==> config.mk <==
export PLATFORM = sky130hd
export DESIGN_NAME = hs_rx_sync_fifo
export DESIGN_NICKNAME = d
export VERILOG_FILES = /design/src/rtl/hs_rx_sync_fifo.sv
export SDC_FILE = /design/constraint.sdc
export NUM_CORES = 1
export LEC_CHECK = 0
export ABC_AREA = 0
export ABC_CLOCK_PERIOD_IN_PS = 5600
export BUFFER_PORTS_ARGS = -buffer_cell sky130_fd_sc_hd__buf_2
export CAP_MARGIN = 20
export CORE_UTILIZATION = 53
export CTS_CLUSTER_DIAMETER = 120
export DETAILED_ROUTE_END_ITERATION = 8
export PLACE_DENSITY = 0.73
export SLEW_MARGIN = 20
export SYNTH_ARGS = -nofsm -noshare
export SYNTH_HDL_FRONTEND = slang
export SYNTH_SLANG_ARGS = --single-unit
==> constraint.sdc <==
create_clock -name clk1 -period 5.6 [get_ports clk1]
set_input_delay 0.84 -clock clk1 [delete_from_list [all_inputs] [get_ports clk1]]
set_output_delay 0.84 -clock clk1 [all_outputs]
set_load 0.01 [all_outputs]
==> src/rtl/hs_rx_sync_fifo.sv <==
// Receive endpoint of a 4-phase req/ack handshake: req synchroniser, capture FSM and FWFT output FIFO.
// Optional parity checking on captured words is enabled by defining HS_RX_PARITY_EN.
module hs_rx_sync_fifo #(
  parameter int unsigned DATA_W      = 8,
  parameter int unsigned SYNC_STAGES = 2,
  parameter int unsigned FIFO_DEPTH  = 4
) (
  input  logic                              clk1,
  input  logic                              rst,
  input  logic                              req,
  input  logic [DATA_W-1:0]                 data_in,
  output logic                              ack,
  output logic [DATA_W-1:0]                 out_data,
  output logic                              out_valid,
  input  logic                              out_ready,
  output logic [$clog2(FIFO_DEPTH):0]       fifo_level,
  output logic                              stall
`ifdef HS_RX_PARITY_EN
  ,
  input  logic                              data_par_in,
  output logic                              par_err,
  output logic [7:0]                        par_err_cnt
`endif
);

  localparam int unsigned PTR_W = $clog2(FIFO_DEPTH);
  localparam int unsigned LVL_W = PTR_W + 1;

  typedef enum logic [1:0] {IDLE, HOLD, ACK_HI} state_t;

  state_t                   state, state_nxt;
  logic [SYNC_STAGES-1:0]   sync_q;
  logic                     req_s;
  logic [DATA_W-1:0]        mem [FIFO_DEPTH];
  logic [PTR_W-1:0]         wr_ptr, rd_ptr, rd_nxt;
  logic [LVL_W-1:0]         level_nxt;
  logic                     full_c, capture_c, par_ok_c, push_c, pop_c;
  logic [DATA_W-1:0]        head_nxt;

  // Request synchroniser; data_in is only ever sampled once req_s is high
  always_ff @(posedge clk1 or posedge rst) begin
    if (rst) sync_q <= '0;
    else     sync_q <= {sync_q[SYNC_STAGES-2:0], req};
  end
  assign req_s = sync_q[SYNC_STAGES-1];

  assign full_c = (fifo_level == LVL_W'(FIFO_DEPTH));
  assign pop_c  = out_valid & out_ready;

  always_ff @(posedge clk1 or posedge rst) begin
    if (rst) state <= IDLE;
    else     state <= state_nxt;
  end

  // Next-state logic; full check uses occupancy before the edge, so a same-cycle pop never frees a slot
  always_comb begin
    state_nxt = state;
    capture_c = 1'b0;
    case (state)
      IDLE: begin
        if (req_s && !full_c) begin
          capture_c = 1'b1;
          state_nxt = ACK_HI;
        end else if (req_s) begin
          state_nxt = HOLD;
        end
      end
      HOLD: begin
        if (!req_s) begin
          state_nxt = IDLE;
        end else if (!full_c) begin
          capture_c = 1'b1;
          state_nxt = ACK_HI;
        end
      end
      ACK_HI: begin
        if (!req_s) state_nxt = IDLE;
      end
      default: state_nxt = IDLE;
    endcase
  end

`ifdef HS_RX_PARITY_EN
  assign par_ok_c = ~^{data_in, data_par_in};

  always_ff @(posedge clk1 or posedge rst) begin
    if (rst) begin
      par_err     <= 1'b0;
      par_err_cnt <= 8'd0;
    end else if (capture_c && !par_ok_c) begin
      par_err <= 1'b1;
      if (par_err_cnt != 8'hFF) par_err_cnt <= par_err_cnt + 8'd1;
    end
  end
`else
  assign par_ok_c = 1'b1;
`endif

  assign push_c    = capture_c & par_ok_c;
  assign level_nxt = fifo_level + LVL_W'(push_c) - LVL_W'(pop_c);
  assign rd_nxt    = rd_ptr + PTR_W'(pop_c);
  // New head bypasses storage when the word being written becomes the head this edge
  assign head_nxt  = (push_c && (wr_ptr == rd_nxt)) ? data_in : mem[rd_nxt];

  always_ff @(posedge clk1) begin
    if (push_c) mem[wr_ptr] <= data_in;
  end

  always_ff @(posedge clk1 or posedge rst) begin
    if (rst) begin
      wr_ptr     <= '0;
      rd_ptr     <= '0;
      fifo_level <= '0;
      out_valid  <= 1'b0;
      out_data   <= '0;
      ack        <= 1'b0;
      stall      <= 1'b0;
    end else begin
      wr_ptr     <= wr_ptr + PTR_W'(push_c);
      rd_ptr     <= rd_nxt;
      fifo_level <= level_nxt;
      out_valid  <= (level_nxt != '0);
      if (level_nxt != '0) out_data <= head_nxt;
      ack        <= (state_nxt == ACK_HI);
      stall      <= (state_nxt == HOLD);
    end
  end

endmodule
==> out/metrics.csv, run 1 <==
metric,value,unit
outcome,completed,
ys_ff_latch,54,
syn2layout_area_growth,12.1,%
yosysMostFrequentCell,edfxtp_1,
core_area,4030,µm²
p_int,0.000975,W
layout-drive-gt1-share,34.2,%
grt_max_degree,23,
antenna_found_initial,0,
die_h,67.0,µm
power_frac_clock,16.5,%
maxCapViolations,0,
yosysTopAreaCell,edfxtp_1,
synthesis.nets,147,
worstMarginPinSlew,0.890,ns
initial_core_util,55.7,%
finalCritPeriodShare,62.4,%
skew,0.00773,ns
crit_arrival,3.66,ns
synthCells,130,
cts.clk_slew.worst_paths,0.09,ns
pin_count,26,
dp_cells,203,
seq_power_share,39.9,%
seq_area_frac_synth,67.4,%
syn_area,2240,µm²
grt_pass1_wl,6330,µm
fin_tns_setup,0,ns
ir_drop,272,µV
cp-end-kind,register,
dr.pass1.iters,4,
fillCellCount,313,
clkLatencyLatePin,0.30,ns
fin_nets,177,
synth_ff_type,edfxtp_1,
rows,23,
gp_congestion,0.734,
dp.final_hpwl,2720,µm
fp.dieArea,4490,µm²
p_per_area,598,nW/µm²
hold_viol_final,0,
netlist.area_leader.share,42.9,%
drtAntennaViolNets,0,
postSynthAreaPerCell,17.2,µm²
critical_path_class,reg -> reg,
startpoint_type,register,
yosysUniqueCellTypes,28,
leakage,1.05,nW
async_flop_share,40.7,%
cts_hold_buf,0,
viasPerCell,5.63,
crit_fanout,18,
p_sw_share,35.2,%
first_global_vias,1249,
routedWlPerCell,18.4,µm
drcViolationCount,0,
cp.required,5.76,ns
cts_setup_buffers,0,
tritoncts,built,
fin_crit,3.49,ns
first_iter_violations,108,
synth-edff-count,32,
synth_area_leaders,"edfxtp_1 43%, dfrtp_1 25%, mux4_2 8.0%, o221ai_2 5.4%, inv_1 3.5%",
root_buffer,clkbuf_8,
clk_path_buf_depth,2,
hold_path_class,reg -> reg,
wirelength,3880,µm
numCtsBuffers,5,
grt.total_usage,20.9,%
diodes,0,
cts.sinks,54,
comb_power_share,43.6,%
synthTopCellsByCount,"32 x edfxtp_1, 22 x dfrtp_1, 21 x inv_1",
p_sw,0.000528,W
chipWidth,67.0,µm
vias,1188,
rsz0062_at_grt,false,
regArea,1510,µm²
htreeDepth,2,
fmax,286,MHz
io_buffers,25,
multi_input_area,609,µm²
stdcell_count,211,
relSlewSlack,40.5,%
overflow,0,
maxSlewViolCount,0,
post_cts_resized,0,
p_total,0.00150,W
ff2ff_setup_slack,2.11,ns
setup_violations,0,
ys_warn_count,0,
path summary, 6_finish.rpt:
check / start / endpoint / cells after the start
max in group asynchronous: rst / wr_ptr[0]$_DFF_PP0_ / 2
worst min-delay path: sync_q[0]$_DFF_PP0_ / sync_q[1]$_DFF_PP0_ / 0
min in group asynchronous: rst / out_data[6]$_DFFE_PP0P_ / 2
worst max register to register: fifo_level[1]$_DFF_PP0_ / out_data[1]$_DFFE_PP0P_ / 9
worst min register to register: sync_q[0]$_DFF_PP0_ / sync_q[1]$_DFF_PP0_ / 0
worst max-delay path: fifo_level[1]$_DFF_PP0_ / out_data[1]$_DFFE_PP0P_ / 9
per-stage QoR:
step	area (µm²)	setup slack [ns]	utilization, %	hold slack (ns)
after floorplan	2240	2.69	-	0.331
after global placement	2400	2.29	59.6	0.333
after detailed placement	2400	2.11	59.6	0.336
after CTS	2510	2.12	62.4	0.357
after global routing	2510	1.96	62.4	0.380
final	2510	2.11	62.4	0.354
cell type report:
| cell class | count | share of cell area, % |
|---|---|---|
| tap | 50 | 2.49 |
| timing repair buffer | 27 | 5.57 |
| multi-input combinational | 51 | 24.2 |
| inverter | 21 | 3.14 |
| sequential | 54 | 60.1 |
| clock buffer | 8 | 4.43 |
power groups by stage:
stage	Clock [W]	Sequential, W	Combinational [W]
2_1_floorplan	0	0.000617	0.000514
3_3_place_gp	0	0.000600	0.000627
3_5_place_dp	0	0.000608	0.000669
4_1_cts	0.000252	0.000600	0.000671
5_1_grt	0.000265	0.000611	0.000725
6_report	0.000248	0.000600	0.000655
sequential cells by signal (all words and copies together) (netlist names):
| signal | cells |
|---|---|
| out_data | 8 |
| fifo_level | 3 |
| rd_ptr | 2 |
| mem | 32 |
| out_valid | 1 |
| sync_q | 2 |
| stall | 1 |
| state | 2 |
| ack | 1 |
| wr_ptr | 2 |
cells in the final DEF (no fill, tap or decap), drive strengths merged:
cell type,instances
or3,1
o221ai,8
nand2,3
buf,27
and3,1
xor2,2
xnor2,1
nand3,8
nor3,1
o21ai,2
dfrtp,22
nor2,1
xnor3,2
edfxtp,32
clkbuf,8
mux4,8
ha,4
and2,1
nor2b,3
fa,1
inv,21
or3b,1
nor3b,1
nand2b,1
nand4,1
per-layer routing:
layer  track usage [%]  vias to the layer above  part of all wire [%]
met5                 0                        -                     0
li1                  -                      532                     -
met1              25.5                      623                    42
met3              4.11                        6                   3.4
met4              10.9                        0                   2.7
met2              34.9                       27                    52
cells by family after synthesis:
kind of cell             synth area share [%]
buffers and inverters                    5.41
XOR/XNOR                                 3.57
AND/OR/NAND/NOR                          6.64
AO/OA/AOI/OAI                            5.80
multiplexers                             8.04
adder cells (fa/ha/maj)                  3.13
flip-flops                               67.4
worst max-delay path, stage by stage, from the launching register on:
cell      delay (ns)
dfrtp_1         0.43
or3b_2          0.56
nand2_1         0.22
ha_1            0.28
inv_1           0.07
ha_1            0.17
fa_1            0.45
or3_1           0.73
nand2b_4        0.31
o221ai_2        0.13
Power figures use the tool's default switching activity.
==> run 2: changes to the inputs <==
ABC_CLOCK_PERIOD_IN_PS = 3300   (was 5600)
clock period = 3.3 ns   (was 5.6 ns; I/O delays follow)
==> run 2 against run 1 <==
Clock power grew 50%. Die area is the same. Critical path depth increased by 2. Cell count up 0.95%. Largest power group unchanged. Clock skew rose by 0.0033 ns. Combinational power increased by 69%. Utilization hardly changed. Total power grew 66%. Sequential power increased by 68%. Global-route usage fell by 1.9 points. Critical endpoint is now out_data[4]$_DFFE_PP0P_. First-iteration DRC count fell by 56%.
==> out/metrics.csv, run 2 (synthesis results as in run 1) <==
metric,value,unit,change
crit_arrival,3.26,ns,was 3.66 ns
initial_core_util,55.7,%,unchanged
startpoint_type,register,,unchanged
worstMarginPinSlew,0.833,ns,was 0.890 ns
htreeDepth,2,,unchanged
largest_registers,"mem: 32 flops, out_data: 8 flops, fifo_level: 3 flops",,unchanged
core_area,4030,µm²,unchanged
cts.clk_slew.worst_paths,0.09,ns,about the same
ff2ff_path_depth,11,,was 9
final_cell_mix,"32 x edfxtp_1, 25 x buf_2, 22 x dfrtp_1, 21 x inv_1",,unchanged
rsz0062_at_grt,false,,unchanged
rr_startpoint,fifo_level[1]$_DFF_PP0_,,unchanged
cts.sinks,54,,unchanged
layout-drive-gt1-share,35.6,%,was 34.2%
hold_path_end,sync_q[0]$_DFF_PP0_,,was sync_q[1]$_DFF_PP0_
root_buffer,clkbuf_8,,unchanged
maxCapViolations,0,,unchanged
drtAntennaViolNets,0,,unchanged
largest-register,mem,,unchanged
fin_crit,3.08,ns,was 3.49 ns
outcome,completed,,unchanged
min_from,req,,was sync_q[0]$_DFF_PP0_
fmax,325,MHz,was 286 MHz
critical_path_class,reg -> reg,,unchanged
routedWlPerCell,16.7,µm,was 18.4 µm
viasPerCell,5.37,,was 5.63
fin_tns_setup,0,ns,unchanged
maxSlewViolCount,0,,unchanged
die_h,67.0,µm,unchanged
crit_fanout,11,,was 18
pin_count,26,,unchanged
final_common_cell,edfxtp_1,,unchanged
chipWidth,67.0,µm,unchanged
stdcell_count,213,,was 211
fin_nets,179,,was 177
skew,0.0110,ns,was 0.00773 ns
drcViolationCount,0,,unchanged
leakage,1.05,nW,about the same
cp.required,3.48,ns,was 5.76 ns
fp.dieArea,4490,µm²,unchanged
relSlewSlack,44.2,%,was 40.5%
clk_path_buf_depth,2,,unchanged
post_cts_resized,0,,unchanged
rows,23,,unchanged
largest_register_ffs,32,,unchanged
finalCritPeriodShare,93.3,%,was 62.4%
syn2layout_area_growth,12.1,%,about the same
first_global_vias,1161,,was 1249
wirelength,3570,µm,was 3880 µm
cts_hold_buf,0,,unchanged
io_buffers,25,,unchanged
fillCellCount,318,,was 313
grt_max_degree,23,,unchanged
setup_violations,0,,unchanged
overflow,0,,unchanged
p_per_area,993,nW/µm²,was 598 nW/µm²
hold_path_class,in -> reg,,was reg -> reg
numCtsBuffers,5,,unchanged
gp_congestion,0.736,,was 0.734
grt.total_usage,19.1,%,was 20.9%
dp.final_hpwl,2540,µm,was 2720 µm
multi_input_area,609,µm²,unchanged
cp-startpoint,fifo_level[1]$_DFF_PP0_,,unchanged
antenna_found_initial,0,,unchanged
cts_setup_buffers,0,,unchanged
ff2ff_setup_slack,0.22,ns,was 2.11 ns
vias,1143,,was 1188
clkLatencyLatePin,0.31,ns,was 0.30 ns
hold_viol_final,0,,unchanged
cp-end-kind,register,,unchanged
ir_drop,442,µV,was 272 µV
whs,0.289,ns,was 0.354 ns
hold_depth,1,,was 0
regArea,1510,µm²,unchanged
grt_pass1_wl,5690,µm,was 6330 µm
dr.pass1.iters,4,,unchanged
dp_cells,205,,was 203
tritoncts,built,,unchanged
first_iter_violations,47,,was 108
diodes,0,,unchanged
r2r-end,out_data[4]$_DFFE_PP0P_,,was out_data[1]$_DFFE_PP0P_
==> run 2: cell count changes in the layout (fill, tap and decap cells not counted), sizes merged <==
| cell | previous run | this run |
|---|---|---|
| clkinv | 0 | 1 |
| clkinvlp | 0 | 1 |
| clkbuf | 8 | 6 |
| buf | 27 | 29 |
==> run 2: worst max-delay path, stage by stage (launching register included) <==
cell and delay [ns]:
dfrtp_1 0.41, or3b_2 0.54, nand2_1 0.12, ha_1 0.12, inv_1 0.04, ha_1 0.18
fa_1 0.38, xnor3_2 0.23, or3_1 0.49, buf_4 0.26, nand3_1 0.09, o221ai_2 0.09
==> run 2: metal layers <==
| layer | wire, µm | up-vias | GRT usage [%] | part of all wire (%) |
|---|---|---|---|---|
| met5 | 0 | - | 0 | 0 |
| met4 | 65 | 0 | 9.84 | 1.8 |
| met3 | 150 | 6 | 4.79 | 4.2 |
| met2 | 1900 | 28 | 32.9 | 53 |
| met1 | 1450 | 573 | 21.5 | 41 |
| li1 | - | 536 | - | - |
==> run 2: layout make-up <==
type	count	area share (%)
clock buffer	6	3.29
clock inverter	2	0.498
inverter	21	3.14
multi-input combinational	51	24.3
sequential	54	60.2
tap	50	2.49
timing repair buffer	29	6.18
==> run 2: how the worst max path moves through the flow <==
| stage | endpoint | slack (ns) |
|---|---|---|
| 2_1_floorplan | out_data[0]$_DFFE_PP0P_ | 0.40 |
| 3_3_place_gp | out_data[4]$_DFFE_PP0P_ | 0.33 |
| 3_5_place_dp | out_data[4]$_DFFE_PP0P_ | 0.21 |
| 4_1_cts | out_data[4]$_DFFE_PP0P_ | 0.20 |
| 5_1_grt | out_data[3]$_DFFE_PP0P_ | 0.06 |
| 6_report | out_data[4]$_DFFE_PP0P_ | 0.22 |
==> run 2: power by group <==
part / total [W] / leakage (nW) / internal, W / switching (W)
logic: 0.00111 / 0.451 / 0.000539 / 0.000573
clock network: 0.000371 / 0.0472 / 0.000169 / 0.000202
registers: 0.00101 / 0.552 / 0.000916 / 0.0000951
==> run 2: metrics by stage <==
| step | utilization, % | cell area [µm²] | worst slack (ns) | power (W) |
|---|---|---|---|---|
| after floorplan | - | 2240 | 0.396 | 0.00192 |
| after global placement | 60.0 | 2420 | 0.327 | 0.00210 |
| after detailed placement | 60.0 | 2420 | 0.213 | 0.00216 |
| after CTS | 62.4 | 2510 | 0.197 | 0.00253 |
| after global routing | 62.4 | 2510 | 0.0603 | 0.00267 |
| final | 62.4 | 2510 | 0.220 | 0.00249 |
